$ cat src/rtl/sa_seq_ctrl.sv
// Phase sequencer for an NxN weight-stationary systolic array: load weights, feed skewed inputs,
// flush the skew, then drain result rows under valid/ready. All outputs are registered.
//
// state    | meaning
// ---------+---------------------------------------------------------------
// S_IDLE   | waiting for start; every output low
// S_LOAD_W | shifting weight row cnt into the array; acc_clr on row 0
// S_FEED   | feeding input vector cnt
// S_SKEW   | N-1 cycles with no enables while the diagonal skew flushes
// S_DRAIN  | presenting result row cnt; cnt advances only on a handshake
// S_DONE   | one-cycle completion pulse, busy still high
module sa_seq_ctrl #(
    parameter int N  = 8,
    parameter int CW = 3
) (
    input  logic          clk,
    input  logic          rstn,
    input  logic          start,
    input  logic          abort,
    input  logic          out_ready,
    output logic          busy,
    output logic          acc_clr,
    output logic          w_load_en,
    output logic [CW-1:0] w_row,
    output logic          feed_en,
    output logic [CW-1:0] feed_idx,
    output logic          out_valid,
    output logic [CW-1:0] out_row,
    output logic          done
);

    typedef enum logic [2:0] {
        S_IDLE, S_LOAD_W, S_FEED, S_SKEW, S_DRAIN, S_DONE
    } state_t;

    localparam logic [CW-1:0] LP_LAST      = CW'(N - 1);
    localparam logic [CW-1:0] LP_SKEW_LAST = CW'(N - 2);

    state_t        r_state, w_state_nxt;
    logic [CW-1:0] r_cnt, w_cnt_nxt;

    logic          r_busy, r_acc_clr, r_w_load_en, r_feed_en, r_out_valid, r_done;
    logic [CW-1:0] r_w_row, r_feed_idx, r_out_row;

    always_comb begin
        w_state_nxt = r_state;
        w_cnt_nxt   = r_cnt + CW'(1);
        case (r_state)
            S_IDLE: begin
                w_cnt_nxt = '0;
                if (start && !abort) w_state_nxt = S_LOAD_W;
            end
            S_LOAD_W: if (r_cnt == LP_LAST)      w_state_nxt = S_FEED;
            S_FEED:   if (r_cnt == LP_LAST)      w_state_nxt = S_SKEW;
            S_SKEW:   if (r_cnt == LP_SKEW_LAST) w_state_nxt = S_DRAIN;
            S_DRAIN: begin
                // out_valid is always high in DRAIN, so out_ready alone completes the handshake
                if (!out_ready)              w_cnt_nxt   = r_cnt;
                else if (r_cnt == LP_LAST)   w_state_nxt = S_DONE;
            end
            S_DONE:   w_state_nxt = S_IDLE;
            default:  w_state_nxt = S_IDLE;
        endcase
        if (abort && (r_state != S_IDLE)) w_state_nxt = S_IDLE;
        if (w_state_nxt != r_state)       w_cnt_nxt   = '0;
    end

    // Outputs are decoded from the next state/count so they line up with r_state after the edge.
    always_ff @(posedge clk or negedge rstn) begin
        if (!rstn) begin
            r_state     <= S_IDLE;
            r_cnt       <= '0;
            r_busy      <= 1'b0;
            r_acc_clr   <= 1'b0;
            r_w_load_en <= 1'b0;
            r_w_row     <= '0;
            r_feed_en   <= 1'b0;
            r_feed_idx  <= '0;
            r_out_valid <= 1'b0;
            r_out_row   <= '0;
            r_done      <= 1'b0;
        end else begin
            r_state     <= w_state_nxt;
            r_cnt       <= w_cnt_nxt;
            r_busy      <= (w_state_nxt != S_IDLE);
            r_acc_clr   <= (w_state_nxt == S_LOAD_W) && (w_cnt_nxt == '0);
            r_w_load_en <= (w_state_nxt == S_LOAD_W);
            r_w_row     <= (w_state_nxt == S_LOAD_W) ? w_cnt_nxt : '0;
            r_feed_en   <= (w_state_nxt == S_FEED);
            r_feed_idx  <= (w_state_nxt == S_FEED)   ? w_cnt_nxt : '0;
            r_out_valid <= (w_state_nxt == S_DRAIN);
            r_out_row   <= (w_state_nxt == S_DRAIN)  ? w_cnt_nxt : '0;
            r_done      <= (w_state_nxt == S_DONE);
        end
    end

    assign busy      = r_busy;
    assign acc_clr   = r_acc_clr;
    assign w_load_en = r_w_load_en;
    assign w_row     = r_w_row;
    assign feed_en   = r_feed_en;
    assign feed_idx  = r_feed_idx;
    assign out_valid = r_out_valid;
    assign out_row   = r_out_row;
    assign done      = r_done;

endmodule

$ cat config.mk
export PLATFORM = sky130hd
export DESIGN_NAME = sa_seq_ctrl
export DESIGN_NICKNAME = d
export VERILOG_FILES = /design/src/rtl/sa_seq_ctrl.sv
export SDC_FILE = /design/constraint.sdc
export NUM_CORES = 1
export LEC_CHECK = 0
export CAP_MARGIN = 30
export CELL_PAD_IN_SITES_DETAIL_PLACEMENT = 0
export CELL_PAD_IN_SITES_GLOBAL_PLACEMENT = 1
export CORE_ASPECT_RATIO = 0.6
export CORE_MARGIN = 4
export CORE_UTILIZATION = 41
export DETAILED_ROUTE_END_ITERATION = 10
export PLACE_DENSITY_LB_ADDON = 0.3
export SYNTH_ARGS = -nofsm -noshare
export SYNTH_HDL_FRONTEND = slang
export SYNTH_SLANG_ARGS = --single-unit
$ cat constraint.sdc
create_clock -name clk -period 4 [get_ports clk]
set_input_delay 0.4 -clock clk [delete_from_list [all_inputs] [get_ports clk]]
set_output_delay 0.4 -clock clk [all_outputs]
set_load 0.05 [all_outputs]
# Word level (Yosys, flattened, before mapping)
# Cells that the tools add are included.
dict set report op_classes {
  mux 14
  n_shift 0
  n_mul 0
  n_eq_ne 11
  n_lt_le_gt_ge 0
  div_mod_pow 0
  n_addsub 1
  n_reduce_logical 8
  bitwise 0
}
# cell n
set ops {}
lappend ops {{$mux 3} 12}
lappend ops {{$eq 3x3->1 const B} 5}
lappend ops {{$pmux 3 s5} 1}
lappend ops {{$eq 3x2->1 const B} 3}
lappend ops {{$eq 3x1->1 const B} 2}
lappend ops {{$logic_not 3->1} 2}
lappend ops {{$pmux 3 s2} 1}
lappend ops {{$reduce_bool 3->1} 2}
lappend ops {{$add 3x1->3 const B} 1}
lappend ops {{$logic_and 1x1->1} 3}
lappend ops {{$ne 3x3->1} 1}
lappend ops {{$logic_not 1->1} 1}
dict set report totals {
  regBits 21
  rom_bits 0
  latch_bits 0
  ram_bits 0
  mem_count 0
  wordCells 45
  input_bits 5
  out_inout_bits 15
}

# Logic depth before layout (Yosys ltp)
dict set report logic_depth {
  depth_word 9
  mapped_depth 7
}

# Least setup slack after synthesis
# Ideal clock, no wire load.
dict set report synth_path {
  path_kind {register to register}
  startpoint {register r_cnt[0]}
  endpoint {register r_acc_clr (netlist: acc_clr)}
  setup_slack_ps 2006
  setup_time_ps 73
  path_stages_with_launch 8
  t_required_ps 3927
  synth_period_minus_slack_ps 1994
  arrival_ps 1921
  path_cell_list {dfrtp_1 ha_1 ha_1 or2b_1 a211oi_2 a211oi_2 or4_4 a21oi_2}
}
dict set report synth_between {
  elab_chain_cells 9
  word_cells_on_any_way 17
}
# item line_no
set synth_rtl {}
lappend synth_rtl {{start, declared} 40} ;# logic [CW-1:0] r_cnt, w_cnt_nxt;
lappend synth_rtl {{start signal, assigned} 84} ;# r_cnt <= w_cnt_nxt;
lappend synth_rtl {{$eq 3x3->1} {53, 54, 59}}
lappend synth_rtl {{$mux 3} 59} ;# else if (r_cnt == LP_LAST) w_state_nxt = S_DONE;
lappend synth_rtl {{$mux 3} 58} ;# if (!out_ready) w_cnt_nxt = r_cnt;
lappend synth_rtl {{$pmux 3 s5} 48} ;# case (r_state)
lappend synth_rtl {{$mux 3} 64} ;# if (abort && (r_state != S_IDLE)) w_state_nxt = S_IDLE;
lappend synth_rtl {{$ne 3x3->1} 65} ;# if (w_state_nxt != r_state) w_cnt_nxt = '0;
lappend synth_rtl {{$mux 3} 65}
lappend synth_rtl {{$logic_not 3->1} 86} ;# r_acc_clr <= (w_state_nxt == S_LOAD_W) && (w_cnt_nxt == '0);
lappend synth_rtl {{$logic_and 1x1->1 *} 86}
lappend synth_rtl {{end signal, assigned} 86}
lappend synth_rtl {{end, declared} 42} ;# logic r_busy, r_acc_clr, r_w_load_en, r_feed_en, r_out_valid, r_done;
# Every way passes the cells marked *; elsewhere a longest branch is shown, timed or not.

# Final worst setup path
dict set report layout_path {
  startpoint {input abort}
  endpoint {register r_w_row[1] (netlist: w_row[1])}
}
dict set report layout_between {
  elab_chain_cells 8
  word_cells_on_any_way 10
}
# item line_no
set layout_rtl {}
lappend layout_rtl {{start, declared} 19} ;# input logic abort,
lappend layout_rtl {{$logic_not 1->1} 51} ;# if (start && !abort) w_state_nxt = S_LOAD_W;
lappend layout_rtl {{$logic_and 1x1->1} 51}
lappend layout_rtl {{$mux 3} 51}
lappend layout_rtl {{$pmux 3 s5} 48}
lappend layout_rtl {{$mux 3 *} 64}
lappend layout_rtl {{$ne 3x3->1} 65}
lappend layout_rtl {{$mux 3} 65}
lappend layout_rtl {{$mux 3 *} 88} ;# r_w_row <= (w_state_nxt == S_LOAD_W) ? w_cnt_nxt : '0;
lappend layout_rtl {{end signal, assigned} 88}
lappend layout_rtl {{end, declared} 43} ;# logic [CW-1:0] r_w_row, r_feed_idx, r_out_row;
# Marked as above.

==> flow_results.xml <==
<?xml version="1.0" encoding="UTF-8"?>
<metrics>
  <group name="final_layout">
    <metric name="final_core_util" unit="%">54.8</metric>
    <metric name="design.final.nets" unit="">126</metric>
    <metric name="synthToLayoutAreaGrowth" unit="%">23.5</metric>
    <metric name="multi_input_area" unit="um2">395</metric>
    <metric name="layout_cells_sized_above_1" unit="%">10.3</metric>
    <metric name="diodes" unit="">0</metric>
    <metric name="layout.filler_cells" unit="">200</metric>
    <metric name="ff_latch_area" unit="um2">526</metric>
  </group>
  <group name="floorplanning">
    <metric name="dieWidth" unit="um">71.7</metric>
    <metric name="start_util" unit="%">44.4</metric>
    <metric name="fp.dieArea" unit="mm2">0.00331</metric>
    <metric name="pin_count" unit="">20</metric>
    <metric name="count_of_standard_cell_rows" unit="">13</metric>
    <metric name="core_area" unit="mm2">0.00224</metric>
    <metric name="die-height" unit="um">46.2</metric>
  </group>
  <group name="logic_synthesis">
    <metric name="total_nets_after_synthesis" unit="">106</metric>
    <metric name="ys.warnings.count" unit="">0</metric>
    <metric name="ys_types" unit="">31</metric>
    <metric name="syn-cell-area" unit="um2">997</metric>
    <metric name="seq_cells_post_synth" unit="">21</metric>
    <metric name="synthesized_area_divided_by_synthesized_cell_count" unit="um2">10.2</metric>
    <metric name="netlist_top_cells_area" unit="">dfrtp_1 53%, nor2_1 5.3%, ha_1 3.8%</metric>
    <metric name="post-synth-top-area-fraction" unit="%">52.7</metric>
    <metric name="synth_cells" unit="">98</metric>
    <metric name="synth_top_cell_by_area" unit="">dfrtp_1</metric>
    <metric name="seq_area_frac_synth" unit="%">52.7</metric>
  </group>
  <group name="detailed_routing">
    <metric name="detail_route.iter0.violations" unit="">50</metric>
    <metric name="post_detailed_route_wirelength_per_cell" unit="um">13.6</metric>
    <metric name="drcViolationCount" unit="">0</metric>
    <metric name="route.vias.total" unit="">735</metric>
    <metric name="postRouteAntennaNets" unit="">0</metric>
    <metric name="drt-pass1-iter-count" unit="">4</metric>
    <metric name="post_drt_via_cell_ratio" unit="">5.00</metric>
    <metric name="routed_wire_length" unit="um">1990</metric>
  </group>
  <group name="timing">
    <metric name="hold_viol_final" unit="">0</metric>
    <metric name="clock-skew-final" unit="ps">1.76</metric>
    <metric name="maxSlewHeadroom" unit="%">40.0</metric>
    <metric name="setup_repair_after_global_routing_missed_its_margin" unit="">no</metric>
    <metric name="timing.final.crit_share" unit="%">56.4</metric>
    <metric name="slew_violations" unit="">0</metric>
    <metric name="period_minus_slack" unit="ps">2260</metric>
    <metric name="timing.setup.tns" unit="ps">0</metric>
    <metric name="worstMarginPinSlew" unit="ps">898</metric>
    <metric name="timing.fmax" unit="MHz">443</metric>
    <metric name="setup-violations-final" unit="">0</metric>
  </group>
  <group name="placed_design">
    <metric name="detailed_place_hpwl" unit="um">1520</metric>
    <metric name="port_buffers" unit="">19</metric>
    <metric name="gp_congestion" unit="">0.752</metric>
  </group>
  <group name="clock_network">
    <metric name="clock_sinks" unit="">21</metric>
    <metric name="cts_root_buffer" unit="">clkbuf_8</metric>
    <metric name="cts.htree.levels" unit="">1</metric>
    <metric name="hold_buffers" unit="">0</metric>
    <metric name="clk-insertion-delay-late" unit="ps">250</metric>
    <metric name="cts_tree" unit="">done</metric>
    <metric name="cts_inserted_buffers" unit="">3</metric>
    <metric name="post_cts_resize_count" unit="">0</metric>
    <metric name="cts.repair_timing.setup_buffer_count" unit="">0</metric>
    <metric name="cts_buffer_depth" unit="">2</metric>
    <metric name="clk_pin_slew" unit="ps">70</metric>
  </group>
  <group name="pwr">
    <metric name="static-leakage-power" unit="nW">0.578</metric>
    <metric name="switching_share" unit="%">38.5</metric>
    <metric name="power.combinational.fraction" unit="%">40.2</metric>
    <metric name="clockPowerShare" unit="%">19.6</metric>
    <metric name="power.density" unit="mW/mm2">547</metric>
    <metric name="power.sequential.fraction" unit="%">40.2</metric>
    <metric name="switchingPower" unit="mW">0.259</metric>
    <metric name="internal_power" unit="mW">0.414</metric>
    <metric name="peakVddDrop" unit="uV">260</metric>
  </group>
  <group name="setup_path">
    <metric name="critPathMostFrequentCell" unit="">a211oi_2</metric>
    <metric name="critPathRequiredTime" unit="ps">4180</metric>
    <metric name="critical-path-top-delay-family" unit="">simple AND/OR/NAND/NOR gates</metric>
    <metric name="worst_setup_path_start_kind" unit="">primary input</metric>
    <metric name="cp_max_fo" unit="">8</metric>
    <metric name="timing.setup.critical_path_class" unit="">primary input to flop</metric>
    <metric name="setup_crit_end_kind" unit="">flop</metric>
    <metric name="timing.critical_path.slowest_cell_delay" unit="ps">550</metric>
    <metric name="cp_slowest_cell" unit="">clkdlybuf4s50_1</metric>
    <metric name="crit_buf_inv" unit="">1</metric>
    <metric name="path_cells" unit="">clkdlybuf4s50_1 -&gt; or3b_1 -&gt; a211oi_2 -&gt; a211oi_2 -&gt; or4_4 -&gt; nor2_1</metric>
    <metric name="crit_arrival" unit="ps">2440</metric>
  </group>
  <group name="global_route">
    <metric name="grt_antenna_before_repair" unit="">0</metric>
    <metric name="gr-usage-all-layers" unit="%">13.1</metric>
    <metric name="global_route.overflow_total" unit="">0</metric>
    <metric name="grt_start_max_net_pins" unit="">22</metric>
    <metric name="wire_length_of_the_first_global_routing_pass" unit="um">3280</metric>
    <metric name="number_of_global_route_vias_before_repair" unit="">701</metric>
  </group>
  <group name="hold_path">
    <metric name="hold_crit_class" unit="">primary input to asynchronous set/reset pin</metric>
  </group>
  <group name="job">
    <metric name="drv_cap" unit="">0</metric>
  </group>
  <group name="status">
    <metric name="outcome" unit="">finished, final reports clean</metric>
  </group>
</metrics>
==> power groups by stage <==
stage	Sequential, mW	Clock [mW]	Combinational [mW]
final	0.271	0.132	0.270
after CTS	0.271	0.136	0.272
after detailed placement	0.275	0	0.271
after floorplan	0.326	0	0.151
after global routing	0.277	0.147	0.295
after global placement	0.274	0	0.270
==> layout make-up <==
class / count / area share (%)
flip-flops and latches: 21 / 42.7
inverters: 10 / 3.05
repair buffers: 19 / 15.4
clock buffers: 4 / 3.66
multi-input cells: 63 / 32.1
well taps: 30 / 3.05
==> Yosys cell counts <==
library cell / n
nand3_1: 4
a31o_2: 2
o221ai_1: 1
and2_1: 1
nand2_1: 5
a22o_1: 1
or3_1: 1
nor2_1: 14
o22ai_1: 2
nor2b_1: 3
or2_2: 1
a211oi_1: 1
a2bb2oi_1: 1
or2b_2: 2
nand4_1: 1
ha_1: 3
buf_6: 3
a211oi_2: 2
o21ai_0: 1
a21oi_2: 1
or2b_1: 1
nor3_1: 4
dfrtp_1: 21
a22oi_1: 1
or4_4: 1
nand3b_1: 1
a32o_1: 1
inv_1: 10
buf_2: 1
a21oi_1: 6
or3b_1: 1
==> metrics by stage <==
step | setup slack [ps] | hold WS (ps) | instance area (um2) | instances | total power [mW]
3_3_place_gp | 1570 | 764 | 1190 | 143 | 0.543
6_report | 1740 | 654 | 1230 | 147 | 0.673
4_1_cts | 1760 | 691 | 1230 | 147 | 0.679
2_1_floorplan | 2010 | 104 | 997 | 98 | 0.477
3_5_place_dp | 1500 | 759 | 1190 | 143 | 0.546
5_1_grt | 1680 | 750 | 1230 | 147 | 0.719
==> final timing paths <==
path	endpoint	slack [ps]	from	cells after the start
worst max-delay path	w_row[1]	1740	abort	6
worst min-delay path	busy	650	rstn	1
worst max register to register	w_row[1]	1840	r_cnt[0]	7
worst min register to register	acc_clr	770	r_cnt[0]	3
max in group asynchronous	out_row[2]	2800	rstn	1
min in group clk	acc_clr	770	r_cnt[0]	3
==> sequential cells by signal, summed over array words and instances (netlist names) <==
register,flops
busy,1
out_row,3
w_load_en,1
feed_idx,3
r_cnt,3
w_row,3
r_state,3
out_valid,1
acc_clr,1
done,1
feed_en,1
==> layout by cell type (no fill, tap or decap), types with 2 or more instances in the layout <==
| cell | count |
|---|---|
| dfrtp_1 | 21 |
| or2b_2 | 2 |
| clkdlybuf4s50_1 | 19 |
| nor2b_1 | 3 |
| nand2_1 | 5 |
| nand3_1 | 4 |
| inv_1 | 10 |
| nor2_1 | 14 |
| ha_1 | 3 |
| clkbuf_8 | 3 |
| nor3_1 | 4 |
| o22ai_1 | 2 |
| a211oi_2 | 2 |
| a31o_2 | 2 |
| a21oi_1 | 6 |
==> kinds of logic (layout without fill, tap and decap cells) <==
family,count (synthesis),in the layout,share of synthesized area (%)
AO/OA/AOI/OAI,20,20,15.1
AND/OR/NAND/NOR,40,40,20.8
flip-flops,21,21,52.7
buffers and inverters,14,33,7.65
adder cells (fa/ha/maj),3,3,3.76
==> routing by layer <==
| metal | up-vias | track usage (%) | wire length, um |
|---|---|---|---|
| met3 | 2 | 5.01 | 95 |
| met2 | 13 | 18.2 | 898 |
| met4 | 0 | 1.12 | 6 |
| li1 | 372 | - | - |
| met5 | - | 0 | 0 |
| met1 | 348 | 19.9 | 992 |
(Power assumes the default switching activity.)
